<file path="src/rtl/write_back_pkg.sv">
// Shared definitions for the writeback stage: opcodes, bubble encoding, register-file
// geometry, counter width and the writeback-source select helper.
package write_back_pkg;

  localparam int unsigned XLEN     = 32;
  localparam int unsigned NumRegs  = 32;
  localparam int unsigned RegAddrW = 5;
  localparam int unsigned CNT_W    = 64;

  localparam logic [6:0]      OPC_JAL   = 7'b1101111;
  localparam logic [6:0]      OPC_JALR  = 7'b1100111;
  localparam logic [XLEN-1:0] NOP_INSTR = 32'h0000_0013;

  typedef enum logic [1:0] {
    SelAlu,
    SelLoad,
    SelLink
  } wb_sel_e;

  // Jumps write the link address even when flagged as loads, so they are tested first.
  function automatic wb_sel_e wb_select(input logic [6:0] opcode, input logic is_load);
    if (opcode == OPC_JAL || opcode == OPC_JALR) begin
      return SelLink;
    end else if (is_load) begin
      return SelLoad;
    end
    return SelAlu;
  endfunction

endpackage

</file>
<file path="src/rtl/write_back_regfile.sv">
// 32x32 integer register file.
// Ports:
//   clk_i, rst_ni        clock, asynchronous active-low reset (clears x1..x31)
//   we_i/waddr_i/wdata_i synchronous write port; writes to x0 are dropped
//   raddr1_i/rdata1_o    combinational read port 1 (x0 reads 0)
//   raddr2_i/rdata2_o    combinational read port 2 (x0 reads 0)
// A read of a register being written in the same cycle returns the old contents.
module write_back_regfile
  import write_back_pkg::*;
(
  input  logic                clk_i,
  input  logic                rst_ni,
  input  logic                we_i,
  input  logic [RegAddrW-1:0] waddr_i,
  input  logic [XLEN-1:0]     wdata_i,
  input  logic [RegAddrW-1:0] raddr1_i,
  input  logic [RegAddrW-1:0] raddr2_i,
  output logic [XLEN-1:0]     rdata1_o,
  output logic [XLEN-1:0]     rdata2_o
);

  // x0 has no storage at all.
  logic [XLEN-1:0] regs_q [1:NumRegs-1];

  always_ff @(posedge clk_i or negedge rst_ni) begin
    if (!rst_ni) begin
      for (int i = 1; i < NumRegs; i++) begin
        regs_q[i] <= '0;
      end
    end else if (we_i && (waddr_i != '0)) begin
      regs_q[waddr_i] <= wdata_i;
    end
  end

  assign rdata1_o = (raddr1_i == '0) ? '0 : regs_q[raddr1_i];
  assign rdata2_o = (raddr2_i == '0) ? '0 : regs_q[raddr2_i];

endmodule

</file>
<file path="src/rtl/write_back.sv">
// Writeback pipeline stage.
// Registers the memory-access outputs, selects the writeback value (link address, load data
// or ALU result), writes it into the register file and serves decode's two read ports.
// Also keeps a free-running cycle counter and a retired-instruction counter.
// Ports:
//   clk, rst                    clock, asynchronous active-low reset
//   mem_*                       memory-access stage outputs
//   id_rs1/2_num, id_rs1/2_value decode register reads (combinational)
//   wb_*                        registered stage outputs used for execute forwarding
//   hc_value, hc_value_hi       cycle counter low/high words
//   retired_cnt                 retired-instruction counter
module write_back
  import write_back_pkg::*;
#(
  parameter logic [XLEN-1:0] NopInstr = NOP_INSTR,
  parameter int unsigned     CntW     = CNT_W
) (
  input  logic                clk,
  input  logic                rst,
  input  logic [XLEN-1:0]     mem_instr,
  input  logic [RegAddrW-1:0] mem_dstreg_num,
  input  logic                mem_reg_we,
  input  logic                mem_is_load,
  input  logic [6:0]          mem_opcode,
  input  logic [XLEN-1:0]     mem_PC,
  input  logic [XLEN-1:0]     mem_alu_result,
  input  logic [XLEN-1:0]     mem_load_value,
  input  logic [RegAddrW-1:0] id_rs1_num,
  input  logic [RegAddrW-1:0] id_rs2_num,
  output logic [XLEN-1:0]     id_rs1_value,
  output logic [XLEN-1:0]     id_rs2_value,
  output logic [RegAddrW-1:0] wb_dstreg_num,
  output logic                wb_reg_we,
  output logic [XLEN-1:0]     wb_value,
  output logic [XLEN-1:0]     wb_PC,
  output logic [XLEN-1:0]     wb_instr,
  output logic [XLEN-1:0]     hc_value,
  output logic [XLEN-1:0]     hc_value_hi,
  output logic [XLEN-1:0]     retired_cnt
);

  logic [XLEN-1:0]     wb_value_d, wb_value_q;
  logic [XLEN-1:0]     wb_instr_q, wb_pc_q;
  logic [RegAddrW-1:0] wb_dst_q;
  logic                wb_we_d, wb_we_q;
  logic [CntW-1:0]     cyc_d, cyc_q;
  logic [XLEN-1:0]     ret_d, ret_q;
  logic                retire;

  // x0 writes are squashed before the register so forwarding never sees them.
  assign wb_we_d = mem_reg_we && (mem_dstreg_num != '0);
  assign retire  = (mem_instr != NopInstr) && (mem_instr != '0);

  always_comb begin
    wb_value_d = mem_alu_result;
    unique case (wb_select(mem_opcode, mem_is_load))
      SelLink: wb_value_d = mem_PC + 32'd4;
      SelLoad: wb_value_d = mem_load_value;
      default: wb_value_d = mem_alu_result;
    endcase
  end

  assign cyc_d = cyc_q + CntW'(1);
  assign ret_d = retire ? ret_q + 32'd1 : ret_q;

  always_ff @(posedge clk or negedge rst) begin
    if (!rst) begin
      wb_instr_q <= NopInstr;
      wb_pc_q    <= '0;
      wb_dst_q   <= '0;
      wb_we_q    <= 1'b0;
      wb_value_q <= '0;
      cyc_q      <= '0;
      ret_q      <= '0;
    end else begin
      wb_instr_q <= mem_instr;
      wb_pc_q    <= mem_PC;
      wb_dst_q   <= mem_dstreg_num;
      wb_we_q    <= wb_we_d;
      wb_value_q <= wb_value_d;
      cyc_q      <= cyc_d;
      ret_q      <= ret_d;
    end
  end

  write_back_regfile u_regfile (
    .clk_i    (clk),
    .rst_ni   (rst),
    .we_i     (wb_we_d),
    .waddr_i  (mem_dstreg_num),
    .wdata_i  (wb_value_d),
    .raddr1_i (id_rs1_num),
    .raddr2_i (id_rs2_num),
    .rdata1_o (id_rs1_value),
    .rdata2_o (id_rs2_value)
  );

  assign wb_instr      = wb_instr_q;
  assign wb_PC         = wb_pc_q;
  assign wb_dstreg_num = wb_dst_q;
  assign wb_reg_we     = wb_we_q;
  assign wb_value      = wb_value_q;
  assign hc_value      = cyc_q[31:0];
  assign hc_value_hi   = cyc_q[63:32];
  assign retired_cnt   = ret_q;

endmodule

</file>
<file path="config.mk">
export PLATFORM = sky130hd
export DESIGN_NAME = write_back
export DESIGN_NICKNAME = d
export VERILOG_FILES = /design/src/rtl/write_back_pkg.sv /design/src/rtl/write_back_regfile.sv /design/src/rtl/write_back.sv
export SDC_FILE = /design/constraint.sdc
export NUM_CORES = 2
export LEC_CHECK = 0
export CAP_MARGIN = 30
export CORE_ASPECT_RATIO = 0.9
export CORE_MARGIN = 5
export CORE_UTILIZATION = 54
export CTS_CLUSTER_SIZE = 14
export DETAILED_ROUTE_END_ITERATION = 8
export GPL_ROUTABILITY_DRIVEN = 0
export PLACE_DENSITY = 0.74
export SYNTH_ARGS = -nofsm -noshare
export SYNTH_HDL_FRONTEND = slang
export SYNTH_HIERARCHICAL = 1
export SYNTH_SLANG_ARGS = --single-unit
export TNS_END_PERCENT = 20
</file>
<file path="constraint.sdc">
create_clock -name clk -period 2.76 [get_ports clk]
set_input_delay 0.552 -clock clk [delete_from_list [all_inputs] [get_ports clk]]
set_output_delay 0.552 -clock clk [all_outputs]
set_load 0.005 [all_outputs]
</file>
After elaboration in Yosys (flattened, before gate mapping)
Cells that the tools add are included.
W data, S select, Z words.
{ "totals": {"wordCells": 79, "reg_bits": 1190, "input_bits": 154, "output_inout_bits": 262} }
{ "op_classes": {"n_eq_ne": 5, "reduce_logical": 9, "addsub": 3, "n_bitwise": 3, "order_cmp": 4, "muxes": 17} }
{ "op_table": {"columns": ["cell", "n"], "rows": [
  ["$bwmux W992", 1],
  ["$bmux W32 S5", 2],
  ["$mux W32", 7],
  ["$demux W32 S5", 1],
  ["$add A64 B1 Y64 const B", 1],
  ["$pmux W32 S2", 1],
  ["$add A32 B1 Y32 const B", 1],
  ["$add A32 B3 Y32 const B", 1],
  ["$ne A32 B5 Y1 const B", 1],
  ["$reduce_bool A32 Y1", 1],
  ["$ge A6 B6 Y1 const B", 3],
  ["$not A5 Y6", 3],
  ["$eq A7 B7 Y1 const B", 2],
  ["$logic_not A5 Y1", 2],
  ["$lt A6 B1 Y1 const B", 1],
  ["$mux W2", 3],
  ["$reduce_bool A5 Y1", 1],
  ["$logic_and A1 B1 Y1", 4],
  ["$eq A2 B1 Y1 const B", 1],
  ["$eq A2 B2 Y1 const B", 1],
  ["$mux W1", 2],
  ["$logic_or A1 B1 Y1", 1]
]} }

Longest topological paths before layout
{ "depth": {"word_depth": 7, "depth_mapped": 9, "mapped_depth_nobuf": 7} }

Cells and area by module
The synthesis kept the hierarchy.
{ "by_module_without_submodules": {"columns": ["module", "instances", "seq_area_each_um2", "cells_per_inst", "area_each_um2"], "rows": [
  ["write_back_regfile", 1, 24823.8, 4066, 53316.1],
  ["write_back", 1, 4958.5, 721, 8290.5]
]} }

Worst setup path after synthesis
OpenSTA, ideal clock, no wires.
{ "synth_path": {"path_kind": "in2reg", "startpoint": "input port mem_PC[8]", "endpoint": "register u_regfile/regs_q[506] (netlist name)", "setup_time_ps": 65, "stages": 8, "t_required_ps": 2695, "arrival_ps": 2572, "path_slack_ps": 123, "path_cell_list": "clkbuf_1 -> nand4_1 -> nor4_1 -> nand4_1 -> xor2_1 -> a21oi_1 -> clkbuf_1 -> mux2_2"} }
{ "synth_between": {"elab_chain_len": 3} }
{ "synth_lines": {"columns": ["item", "line", "text"], "rows": [
  ["start, declared", "write_back.sv:25", "input logic [XLEN-1:0] mem_PC,"],
  ["$add A32 B3 Y32", "write_back.sv:57", "SelLink: wb_value_d = mem_PC + 32'd4;"],
  ["$pmux W32 S2", "write_back.sv:56", "unique case (wb_select(mem_opcode, mem_is_load))"],
  ["via wb_value_d[26]", "write_back.sv:42", "logic [XLEN-1:0] wb_value_d, wb_value_q;"],
  ["$bwmux W992", "write_back_regfile.sv:31", "regs_q[waddr_i] <= wdata_i;"],
  ["end signal, assigned by index", "write_back_regfile.sv:31", null],
  ["end, declared", "write_back_regfile.sv:23", "logic [XLEN-1:0] regs_q [1:NumRegs-1];"]
]} }
The timed path passes the listed nets, and every way through them passes these cells.
A chain may end at the register's enable or synchronous reset.

Worst setup path after layout
{ "layout_path": {"startpoint": "input port id_rs2_num[1]", "endpoint": "output port id_rs2_value[31]"} }
{ "layout_between": {"elab_chain_len": 5} }
{ "layout_lines": {"columns": ["item", "line", "text"], "rows": [
  ["start, declared", "write_back.sv:29", "input logic [RegAddrW-1:0] id_rs2_num,"],
  ["$not A5 Y6 (not written as such)", "write_back_regfile.sv:36", "assign rdata2_o = (raddr2_i == '0) ? '0 : regs_q[raddr2_i];"],
  ["$bmux W32 S5", "write_back_regfile.sv:36", null],
  ["$mux W32 (not written as such) (2 in series)", "write_back_regfile.sv:36", null],
  ["$mux W32 *", "write_back_regfile.sv:36", null],
  ["end, declared", "write_back.sv:31", "output logic [XLEN-1:0] id_rs2_value,"]
]} }
Every way passes the cells marked *; elsewhere a longest branch is shown, timed or not. The select of a mux whose other input is x is not followed.

==> impl_metrics.csv <==
group,metric,value,unit
grt,grt_usage,34.12,%
floorplanning,fp.dieW,366.0,um
synth,yosysWarningCount,6,
clocking,cts_tree,"built",
worst_setup_path,critPathLaunch,"id_rs2_num[1]",
timing,drv_slew,0,
outcome,status,"complete, but fails checks",
finish,nNetsFinal,5672,
floorplanning,core,113200,um^2
finish,syn_to_final_growth,29.65,%
synth,synth_area_leader_cell,"dfrtp_1",
floorplanning,num_rows,117,
drt,ant_nets,0,
synth,synthArstFlopShare,100.0,%
clocking,clock_latency,750,ps
worst_setup_path,reg2reg_depth,5,
floorplanning,initial_core_util,54.44,%
place,dp_hpwl,136.4,mm
drt,drt-total-wl,212.4,mm
drt,first_pass_iters,5,
grt,antenna_found_initial,2,
finish,fin_cells,7104,
timing,fmax,342.1,MHz
clocking,cts_buffers,120,
timing,worst_pin_slew,822.8,ps
drt,wire_per_inst,29.90,um
place,dp.cells,6783,
floorplanning,ios,416,
synth,syn_area,61610,um^2
place,port_buffers,414,
worst_setup_path,r2r_end,"cyc_q[63]",
synth,yosys_register_bits,1190,
drt,drcViolationCount,0,
grt,grt_pass1_vias,48870,
grt,overflow,0,
finish,final_common_cell,"dfrtp_1",
finish,fillers,7440,
timing,period_needed,2923,ps
synth,synth_fp_nets,4944,
grt,grt_pass1_wl,313.6,mm
job,maxCapViolations,0,
timing,worst_slack,-163.4,ps
clocking,cts.sinks,1190,
min_path,hold_class,"input pin to register",
drt,viasPerCell,6.688,
power_and_ir_drop,power.density,642.4,nW/um^2
worst_setup_path,crit_type,"input pin to output pin",
finish,final_cell_mix,"dfrtp_1, mux2_2, mux2i_1, buf_4, clkdlybuf4s50_1",
clocking,cts-root-buf,"clkbuf_16",
finish,drive_above_1_share,43.38,%
power_and_ir_drop,total_leakage_power,35.83,nW
worst_setup_path,end_kind,"output pin",
synth,synth_edf_count,0,
synth,ys.flop_type,"dfrtp_1",
synth,syn_avg_cell_area,12.87,um^2
grt,grt_max_degree,87,
power_and_ir_drop,peakVddDrop,0.6803,mV
synth,synth_cells,4787,
worst_setup_path,path_max_fanout,7,
floorplanning,dieArea,121000,um^2
clocking,path_clk_slew,60,ps
worst_setup_path,required,2210,ps
worst_setup_path,reg2reg_slack,540,ps
timing,finalSetupViolCount,57,
synth,yosys.area.top_type_share,48.21,%
worst_setup_path,cp-start-kind,"input pin",
timing,finalHoldViolations,0,
clocking,clockBufferDepth,3,
drt,drtIter0Drc,5484,
clocking,h-tree-depth,3,
outcome,violations,"setup timing",
timing,relSlewSlack,45.03,%
worst_setup_path,endpoint,"id_rs2_value[31]",
timing,setup_tns,-3684,ps
timing,rsz0062_at_grt,"true",
worst_setup_path,critPathArrivalTime,2370,ps
synth,yosysSeqAreaShare,48.34,%
worst_setup_path,rr_startpoint,"cyc_q[8]",
synth,yosysUniqueCellTypes,60,
floorplanning,die_h,330.4,um
timing,fin_crit_sh,105.9,%
timing,finClkSkew,36.94,ps
synth,synthTopCellsByArea,"dfrtp_1, mux2_2, mux2i_1",
drt,num_vias,47510,
==> layout make-up <==
type	count	area (um^2)	share of cell area [%]
timing repair buffer	1065	12390	15.51
clock buffer	188	3548	4.443
tap	1487	1861	2.329
sequential	1190	29780	37.29
clock inverter	35	396.6	0.4966
antenna	1	2.502	0.003133
inverter	12	45.04	0.05639
multi-input combinational	3126	31840	39.87
==> synthesized netlist by cell type (all sizes together) (2+ instances only) <==
cell type,number
nand3b,2
nor4b,2
xnor2,50
a211oi,83
dfstp,3
o22ai,287
dfrtp,1187
and4,7
nor4,51
mux4,128
mux2,1121
nand2b,11
and3,28
buf,245
nand4,40
clkbuf,215
ha,3
mux2i,589
nand2,64
nand3,55
or2,6
a221o,32
nor2b,62
a221oi,31
a21oi,63
or4,2
a22oi,64
inv,12
o21a,2
xor2,71
and2,6
nor3,167
nor2,56
or3,34
==> flip-flops by register name, summed over array words and instances, names as in the netlist <==
name / count
retired_cnt: 32
wb_dstreg_num: 5
u_regfile/regs_q: 992
wb_reg_we: 1
wb_instr: 32
cyc_q: 64
wb_PC: 32
wb_value: 32
==> power by group <==
| group | leakage, nW | total (mW) | internal [mW] | switching (mW) |
|---|---|---|---|---|
| registers | 15.3 | 23.0 | 20.5 | 2.42 |
| logic | 18.6 | 11.9 | 6.68 | 5.21 |
| clock network | 1.94 | 16.5 | 9.29 | 7.18 |
| total | 35.8 | 51.3 | 36.5 | 14.8 |
==> worst min-delay path by stage <==
stage | start | endpoint | slack (ps) | cells past startpoint
3_3_place_gp | cyc_q[63] | cyc_q[63] | 460 | 1
5_1_grt | mem_PC[1] | wb_PC[1] | 240 | 1
3_5_place_dp | retired_cnt[31] | retired_cnt[31] | 460 | 1
4_1_cts | mem_PC[1] | wb_PC[1] | 220 | 1
2_1_floorplan | rst | cyc_q[0] | 260 | 0
6_report | mem_PC[1] | wb_PC[1] | 250 | 1
==> per-stage QoR <==
stage / utilization [%] / power, mW / cell area [um^2] / setup slack [ps] / hold slack, ps
after floorplan: - / 29.12 / 61610 / 123.4 / 256.4
after global placement: 64.47 / 33.07 / 72960 / -1163 / 456.5
after detailed placement: 64.49 / 33.61 / 72970 / -1145 / 457.1
after CTS: 70.14 / 50.84 / 79370 / -150.6 / 223.3
after global routing: 70.58 / 53.17 / 79870 / -182.6 / 235.1
final: 70.58 / 51.31 / 79870 / -163.4 / 250.3
==> metal layers <==
| layer | vias up | share of wire, % | GRT usage [%] | wire (um) |
|---|---|---|---|---|
| met2 | 2818 | 45 | 52.90 | 96460 |
| li1 | 19490 | - | - | - |
| met1 | 24470 | 39 | 45.32 | 82340 |
| met4 | 0 | 5.6 | 16.62 | 11920 |
| met5 | - | 0 | 0 | 0 |
| met3 | 729 | 10 | 8.613 | 21720 |
==> cell families after synthesis <==
family | share of synthesized area [%]
xor gates and xnor gates | 1.720
muxes | 34.74
DFF | 48.34
buffers and inverters | 3.581
adders and majority gates | 0.06094
AOI/OAI and AO/OA | 6.247
and+or+nand+nor | 5.309
==> worst max-delay path: stages <==
cell and delay (ps):
buf_16 120, buf_12 120, or2_4 280, buf_12 160, buf_12 160, o22ai_4 190, nor3_4 60, nor4_4 500
buf_2 210
==> what timing repair did <==
item                                   in CTS  in global routing
setup buffers                             108                 14
hold buffers                                1                  0
gates resized for setup                   594                 87
pin swaps                                 145                 56
endpoints found under the hold margin      63                  0
setup endpoints to repair                  64                 64
gates cloned                               10                  0
No activity file was read; power rests on OpenSTA's default activity.
